==> config.mk <==
export PLATFORM = sky130hd
export DESIGN_NAME = bmp_master_rx
export DESIGN_NICKNAME = d
export VERILOG_FILES = /design/src/rtl/bmp_pkg.sv /design/src/rtl/bmp_rx_buf.sv /design/src/rtl/bmp_master_rx.sv
export SDC_FILE = /design/constraint.sdc
export NUM_CORES = 1
export LEC_CHECK = 0
export ABC_AREA = 1
export BUFFER_PORTS_ARGS = -buffer_cell sky130_fd_sc_hd__buf_2
export CAP_MARGIN = 5
export CORE_UTILIZATION = 60
export CTS_CLUSTER_DIAMETER = 150
export CTS_CLUSTER_SIZE = 16
export DETAILED_ROUTE_END_ITERATION = 8
export PLACE_DENSITY_LB_ADDON = 0.3
export SYNTH_ARGS = -nofsm -noshare
export SYNTH_HDL_FRONTEND = slang
export SYNTH_SLANG_ARGS = --single-unit
==> constraint.sdc <==
create_clock -name clk -period 3.1 [get_ports clk]
set_input_delay 0.155 -clock clk [delete_from_list [all_inputs] [get_ports clk]]
set_output_delay 0.155 -clock clk [all_outputs]
set_load 0.005 [all_outputs]
==> src/rtl/bmp_pkg.sv <==
// Shared definitions for the BMP master-port receive path: valid codes,
// serializer state encoding, buffer entry layout and frame counter helpers.
package bmp_pkg;

    localparam logic [1:0] VLD_IDLE = 2'b00;
    localparam logic [1:0] VLD_SLV0 = 2'b01;
    localparam logic [1:0] VLD_SLV1 = 2'b10;
    localparam logic [1:0] VLD_RSVD = 2'b11;

    localparam int FRAME_CNT_W = 16;

    typedef enum logic {
        RX_IDLE  = 1'b0,
        RX_SHIFT = 1'b1
    } rx_state_t;

    typedef struct packed {
        logic [31:0] word;
        logic        src;
        logic        last;
    } rx_entry_t;

    function automatic logic [FRAME_CNT_W-1:0] sat_inc(input logic [FRAME_CNT_W-1:0] v);
        return (&v) ? v : v + 1'b1;
    endfunction

endpackage

==> src/rtl/bmp_rx_buf.sv <==
// Circular word buffer with synchronous push/pop and a registered occupancy count.
module bmp_rx_buf #(
    parameter int DW    = 34,
    parameter int DEPTH = 4
) (
    input  logic          clk,
    input  logic          rst,
    input  logic          push,
    input  logic          pop,
    input  logic [DW-1:0] wdata,
    output logic [DW-1:0] rdata,
    output logic          full,
    output logic          empty
);
    localparam int AW = $clog2(DEPTH);
    localparam logic [AW:0] FULL_CNT = (AW+1)'(DEPTH);

    logic [DEPTH-1:0][DW-1:0] mem;
    logic [AW-1:0]            wptr, rptr;
    logic [AW:0]              count;

    always_ff @(posedge clk or posedge rst) begin
        if (rst) begin
            wptr  <= '0;
            rptr  <= '0;
            count <= '0;
        end else begin
            if (push) wptr <= wptr + 1'b1;
            if (pop)  rptr <= rptr + 1'b1;
            case ({push, pop})
                2'b10:   count <= count + 1'b1;
                2'b01:   count <= count - 1'b1;
                default: count <= count;
            endcase
        end
    end

    // Storage carries no reset; occupancy is tracked by the pointers.
    always_ff @(posedge clk) begin
        if (push) mem[wptr] <= wdata;
    end

    assign rdata = mem[rptr];
    assign full  = (count == FULL_CNT);
    assign empty = (count == '0);

endmodule

==> src/rtl/bmp_master_rx.sv <==
// BMP master-port receiver: buffers tagged words and serializes them LSB-byte first.
// Optional frame byte checksum on frame_sum when BMP_RX_CHECKSUM_EN is defined.
module bmp_master_rx
    import bmp_pkg::*;
#(
    parameter int DATA_BUS_SIZE = 32,
    parameter int BUF_DEPTH     = 4
) (
    input  logic                     clk,
    input  logic                     rst,
    input  logic [DATA_BUS_SIZE-1:0] data_to_master,
    input  logic [1:0]               mstr0_data_valid,
    input  logic                     mstr0_cmplt,
    output logic                     mstr0_ready,
    output logic [7:0]               out_byte,
    output logic                     out_vld,
    input  logic                     out_rdy,
    output logic                     out_src,
    output logic                     out_last,
    output logic                     frame_done,
    output logic                     frame_src,
    output logic [FRAME_CNT_W-1:0]   frame_words,
    output logic [15:0]              frame_sum,
    output logic                     err
);
    rx_state_t state, nstate;

    logic        acc, rsvd, wr, in_src, mismatch, err_d;
    logic        in_first, in_fsrc;
    logic        full, empty, push, pop, byp, load, hs, word_end, fend;
    rx_entry_t   wentry, head, ld;
    logic [1:0]  idx, nxt_idx;
    logic [31:0] shreg;
    logic        cur_last, out_first, fsrc_out;
    logic [FRAME_CNT_W-1:0] words_cnt;

    // Input side: accept, classify, and per-frame source tracking.
    assign acc      = (mstr0_data_valid != VLD_IDLE) && mstr0_ready;
    assign rsvd     = (mstr0_data_valid == VLD_RSVD);
    assign wr       = acc && !rsvd;
    assign in_src   = (mstr0_data_valid == VLD_SLV1);
    assign mismatch = wr && !in_first && (in_src != in_fsrc);
    assign err_d    = (acc && rsvd) || (mstr0_cmplt && !acc) || mismatch;

    always_ff @(posedge clk or posedge rst) begin
        if (rst) begin
            in_first <= 1'b1;
            in_fsrc  <= 1'b0;
        end else if (wr) begin
            if (in_first) in_fsrc <= in_src;
            in_first <= mstr0_cmplt;
        end
    end

    assign wentry = '{word: data_to_master, src: in_src, last: mstr0_cmplt};
    assign push   = wr && !byp;

    bmp_rx_buf #(.DW(DATA_BUS_SIZE + 2), .DEPTH(BUF_DEPTH)) u_buf (
        .clk   (clk),
        .rst   (rst),
        .push  (push),
        .pop   (pop),
        .wdata (wentry),
        .rdata (head),
        .full  (full),
        .empty (empty)
    );

    assign mstr0_ready = !full;

    // Serializer FSM; an idle serializer takes a word straight off the bus
    // when the buffer is empty so byte 0 appears the cycle after accept.
    always_ff @(posedge clk or posedge rst) begin
        if (rst) state <= RX_IDLE;
        else     state <= nstate;
    end

    always_comb begin
        nstate   = state;
        pop      = 1'b0;
        byp      = 1'b0;
        word_end = (state == RX_SHIFT) && out_rdy && (idx == 2'd3);
        case (state)
            RX_IDLE: begin
                if (!empty) begin
                    pop    = 1'b1;
                    nstate = RX_SHIFT;
                end else if (wr) begin
                    byp    = 1'b1;
                    nstate = RX_SHIFT;
                end
            end
            RX_SHIFT: begin
                if (word_end) begin
                    if (!empty) pop    = 1'b1;
                    else        nstate = RX_IDLE;
                end
            end
        endcase
    end

    assign hs      = (state == RX_SHIFT) && out_rdy;
    assign load    = pop || byp;
    assign ld      = pop ? head : wentry;
    assign nxt_idx = idx + 2'd1;
    assign fend    = word_end && cur_last;
    assign out_vld = (state == RX_SHIFT);

    always_ff @(posedge clk or posedge rst) begin
        if (rst) begin
            shreg    <= '0;
            idx      <= '0;
            cur_last <= 1'b0;
            out_byte <= '0;
            out_src  <= 1'b0;
            out_last <= 1'b0;
        end else if (load) begin
            shreg    <= ld.word;
            idx      <= 2'd0;
            cur_last <= ld.last;
            out_byte <= ld.word[7:0];
            out_src  <= ld.src;
            out_last <= 1'b0;
        end else if (hs) begin
            idx      <= nxt_idx;
            out_byte <= shreg[{nxt_idx, 3'b000} +: 8];
            out_last <= (nxt_idx == 2'd3) && cur_last;
        end
    end

    // Output-side frame accounting: word count, frame source, completion pulse.
    always_ff @(posedge clk or posedge rst) begin
        if (rst) begin
            words_cnt   <= '0;
            frame_words <= '0;
            frame_src   <= 1'b0;
            frame_done  <= 1'b0;
            err         <= 1'b0;
            out_first   <= 1'b1;
            fsrc_out    <= 1'b0;
        end else begin
            frame_done <= fend;
            err        <= err_d;
            if (load && (out_first || fend)) fsrc_out <= ld.src;
            if (load)      out_first <= 1'b0;
            else if (fend) out_first <= 1'b1;
            if (word_end) begin
                if (cur_last) begin
                    words_cnt   <= '0;
                    frame_words <= sat_inc(words_cnt);
                    frame_src   <= fsrc_out;
                end else begin
                    words_cnt   <= sat_inc(words_cnt);
                end
            end
        end
    end

`ifdef BMP_RX_CHECKSUM_EN
    logic [15:0] sum_acc;

    always_ff @(posedge clk or posedge rst) begin
        if (rst) begin
            sum_acc   <= '0;
            frame_sum <= '0;
        end else if (hs) begin
            if (fend) begin
                frame_sum <= sum_acc + {8'd0, out_byte};
                sum_acc   <= '0;
            end else begin
                sum_acc   <= sum_acc + {8'd0, out_byte};
            end
        end
    end
`else
    assign frame_sum = '0;
`endif

endmodule

==> impl_metrics.json <==
{
  "p_int_mw": 6.41,
  "wl_per_cell_um": 15.1,
  "nNetsFinal": 1228,
  "combinationalPowerShare": 0.338,
  "yosysWarningCount": 0,
  "cts_tree": "yes",
  "yosysSeqAreaShare": 0.625,
  "cts-buffers-inserted": 18,
  "core-area_mm2": 0.0166,
  "drc": 0,
  "rsz0062_at_grt": "false",
  "ys_types": 34,
  "cpMaxStageDelayCell": "dfrtp_1",
  "initial_core_util": 0.616,
  "end_kind": "flip-flop",
  "insertion_delay_ps": 490,
  "io_buffers": 68,
  "tns_ps": 0,
  "slew_viol_final": 0,
  "fin_util": 0.702,
  "cp_cell_sequence": "nor2_1 > nand2_1 > nand3_1 > a21oi_1 > inv_1 > ha_1 > inv_1 > fa_1 > a21oi_1 > o21ai_0 > xor2_1",
  "drt_iter0_markers": 436,
  "syn-cell-area_mm2": 0.0102,
  "route.met2.wl_um": 10300,
  "antenna_found_initial": 0,
  "p_switching_mw": 3.64,
  "cp_slowest_stage_delay_ps": 410,
  "dp_hpwl_um": 13000,
  "routed.top_layer": "met4",
  "grt_pass1_vias": 7168,
  "swShare": 0.362,
  "dieArea_mm2": 0.0176,
  "max_freq_ghz": 0.407,
  "layout_setup_ws_ps": 641,
  "vias_per_cell": 5.30,
  "outcome": "finished clean",
  "clock-skew-final_ps": 18.9,
  "ys_ff_latch": 228,
  "clock-root-buffer": "clkbuf_16",
  "clock_power_share": 0.217,
  "grt_pass1_wl_um": 35000,
  "power.density_mw_per_mm2": 864,
  "placed_area_mm2": 0.0107,
  "clkTransAtPathRegs_ps": 70,
  "routed_wl_um": 21300,
  "fin_crit_sh": 0.793,
  "slew_headroom": 0.384,
  "wl_met3_um": 1010,
  "die_w_um": 133,
  "pre_cts_slack_ps": 658,
  "die_height_um": 133,
  "first_pass_iters": 5,
  "avgSynthCellArea_um2": 9.42,
  "vias": 7485,
  "finalSetupViolCount": 0,
  "power_frac_seq": 0.445,
  "syn_inst": 1085,
  "grt-ovfl-total": 0,
  "cts.sinks": 228,
  "antenna_cells": 0,
  "post-place-cells": 1346,
  "worstPathRequired_ps": 3470,
  "cp.arrival_ps": 2830,
  "p_leak_nw": 5.22,
  "ios": 85,
  "hold_slack_ps": 16.7,
  "crit_type": "reg -> reg",
  "hold_viol": 0,
  "vdd_drop_max_mv": 0.598,
  "min_period_ps": 2460,
  "synthToLayoutAreaGrowth_pct": 13.8,
  "num_rows": 47,
  "cp_max_fo": 5,
  "gp_congestion": 0.827,
  "hold_path.class": "in -> reg",
  "final_layout_size_suffix_gt1_frac": 0.113,
  "cts-resized-gates": 0,
  "ant_nets": 0,
  "ctsHtreeMaxLevel": 1,
  "p_total_mw": 10.1,
  "final_cell_count_no_fill": 1413,
  "critPathLaunchType": "flip-flop",
  "maxCapViolCount": 0,
  "fin_area_mm2": 0.0116,
  "worst_pin_slew_ps": 923,
  "grt_use_total": 0.249,
  "wl_met1_um": 9510,
  "clk_path_buf_depth": 3,
  "grt_max_degree": 72
}
registers in the layout, summed over array words and instances, names as in the netlist:
| signal | flops |
|---|---|
| out_first | 1 |
| u_buf.mem | 136 |
| out_byte | 8 |
| fsrc_out | 1 |
| cur_last | 1 |
| in_first | 1 |
| frame_done | 1 |
| out_src | 1 |
| u_buf.count | 3 |
| out_vld | 1 |
| in_fsrc | 1 |
| err | 1 |
| out_last | 1 |
| frame_src | 1 |
| idx | 2 |
| words_cnt | 16 |
| u_buf.wptr | 2 |
| u_buf.rptr | 2 |
| shreg | 32 |
| frame_words | 16 |
per-layer routing:
metal | up-vias | track usage
met4 | 0 | 0.0907
met2 | 203 | 0.418
met3 | 36 | 0.0307
met5 | - | 0
met1 | 3545 | 0.337
li1 | 3701 | -
repair_timing:
action / CTS / global route
hold buffers: 35 / 0
setup endpoints to repair: 0 / 0
hold endpoints to repair: 182 / 0
buffers inserted: 0 / 0
path summary, 6_finish.rpt:
| path | start | to | slack, ps | depth (start not counted) |
|---|---|---|---|---|
| max in group asynchronous | rst | words_cnt[10] | 1890 | 4 |
| worst max register to register | u_buf.count[0] | u_buf.count[2] | 640 | 11 |
| worst max-delay path | u_buf.count[0] | u_buf.count[2] | 640 | 11 |
| worst min register to register | frame_src | frame_src | 480 | 2 |
| min in group asynchronous | rst | u_buf.wptr[0] | 370 | 3 |
| worst min-delay path | out_rdy | out_vld | 20 | 4 |
critical path: cells and delay by family (launching register included):
kind / cells / cell delay, ps
DFF: 1 / 410
and+or+nand+nor: 3 / 430
adders and majority gates: 2 / 590
buffers and inverters: 2 / 380
AOI/OAI and AO/OA: 3 / 380
xor gates and xnor gates: 1 / 150
power by group through the flow:
stage          Clock (mW)  Combinational [mW]  Sequential (mW)
4_1_cts              2.21                3.41             4.47
2_1_floorplan           0                2.40             4.46
3_5_place_dp            0                3.35             4.53
5_1_grt              2.31                3.84             4.55
6_report             2.18                3.40             4.47
3_3_place_gp            0                3.26             4.50
cell usage after synthesis:
library cell    n  area (µm²)
a21oi_1        14        70.1
nand2_1       411        1540
or2_2           4        25.0
nand3b_1        1        7.51
o211ai_1        2        15.0
nand2_2         2        12.5
dfrtp_1        90        2250
o21ai_1        13        65.1
inv_1          80         300
nand4_1         9        56.3
buf_4          23         173
ha_1            8         100
a21oi_2         1        8.76
clkinv_1        2        7.51
nand3_2         2        20.0
o22ai_1         1        6.26
nor2_4          1        11.3
clkbuf_1        9        33.8
nor2_1         45         169
buf_2          29         145
nand3_1       104         521
inv_2           6        22.5
dfstp_2         2        52.6
nor2_2          2        12.5
buf_6           1        11.3
o21ai_0        67         335
xor2_1          9        78.8
fa_1            1        20.0
o21bai_1        2        15.0
xnor2_1         1        8.76
edfxtp_1      136        4080
conb_1          1        3.75
buf_1           1        3.75
a31oi_1         5        31.3
cell type report:
type                       instances  area (µm²)
inverter                          88         332
fill                            1257        4950
clock inverter                     1        16.3
tap                              220         275
clock buffer                      31         520
sequential                       228        6390
multi-input combinational        721        3230
timing repair buffer             124         873
cell usage in the layout, fill, tap and decap left out, types with 2 or more instances in the layout:
cell,n
inv_1,79
clkbuf_16,19
conb_1,16
dfrtp_1,89
a31oi_1,5
o21ai_0,67
dlygate4sd3_1,35
nand2_1,411
buf_4,19
xor2_1,9
clkinv_1,2
o21ai_1,13
nand2_2,2
clkbuf_1,12
buf_2,68
o211ai_1,2
ha_1,8
inv_2,6
nand3_1,104
nor2_4,6
or2_2,4
o21bai_1,2
dfstp_2,2
buf_12,2
edfxtp_1,136
a21oi_1,14
nand4_1,9
nand3_2,2
nor2_1,41
cell families after synthesis:
| kind of cell | synth area share |
|---|---|
| XOR/XNOR | 0.00857 |
| buffers and inverters | 0.0682 |
| AO/OA/AOI/OAI | 0.0535 |
| other | 0.000367 |
| adder cells (fa/ha/maj) | 0.0118 |
| AND/OR/NAND/NOR | 0.233 |
| flip-flops | 0.625 |
No activity file was read; power rests on OpenSTA's default activity.
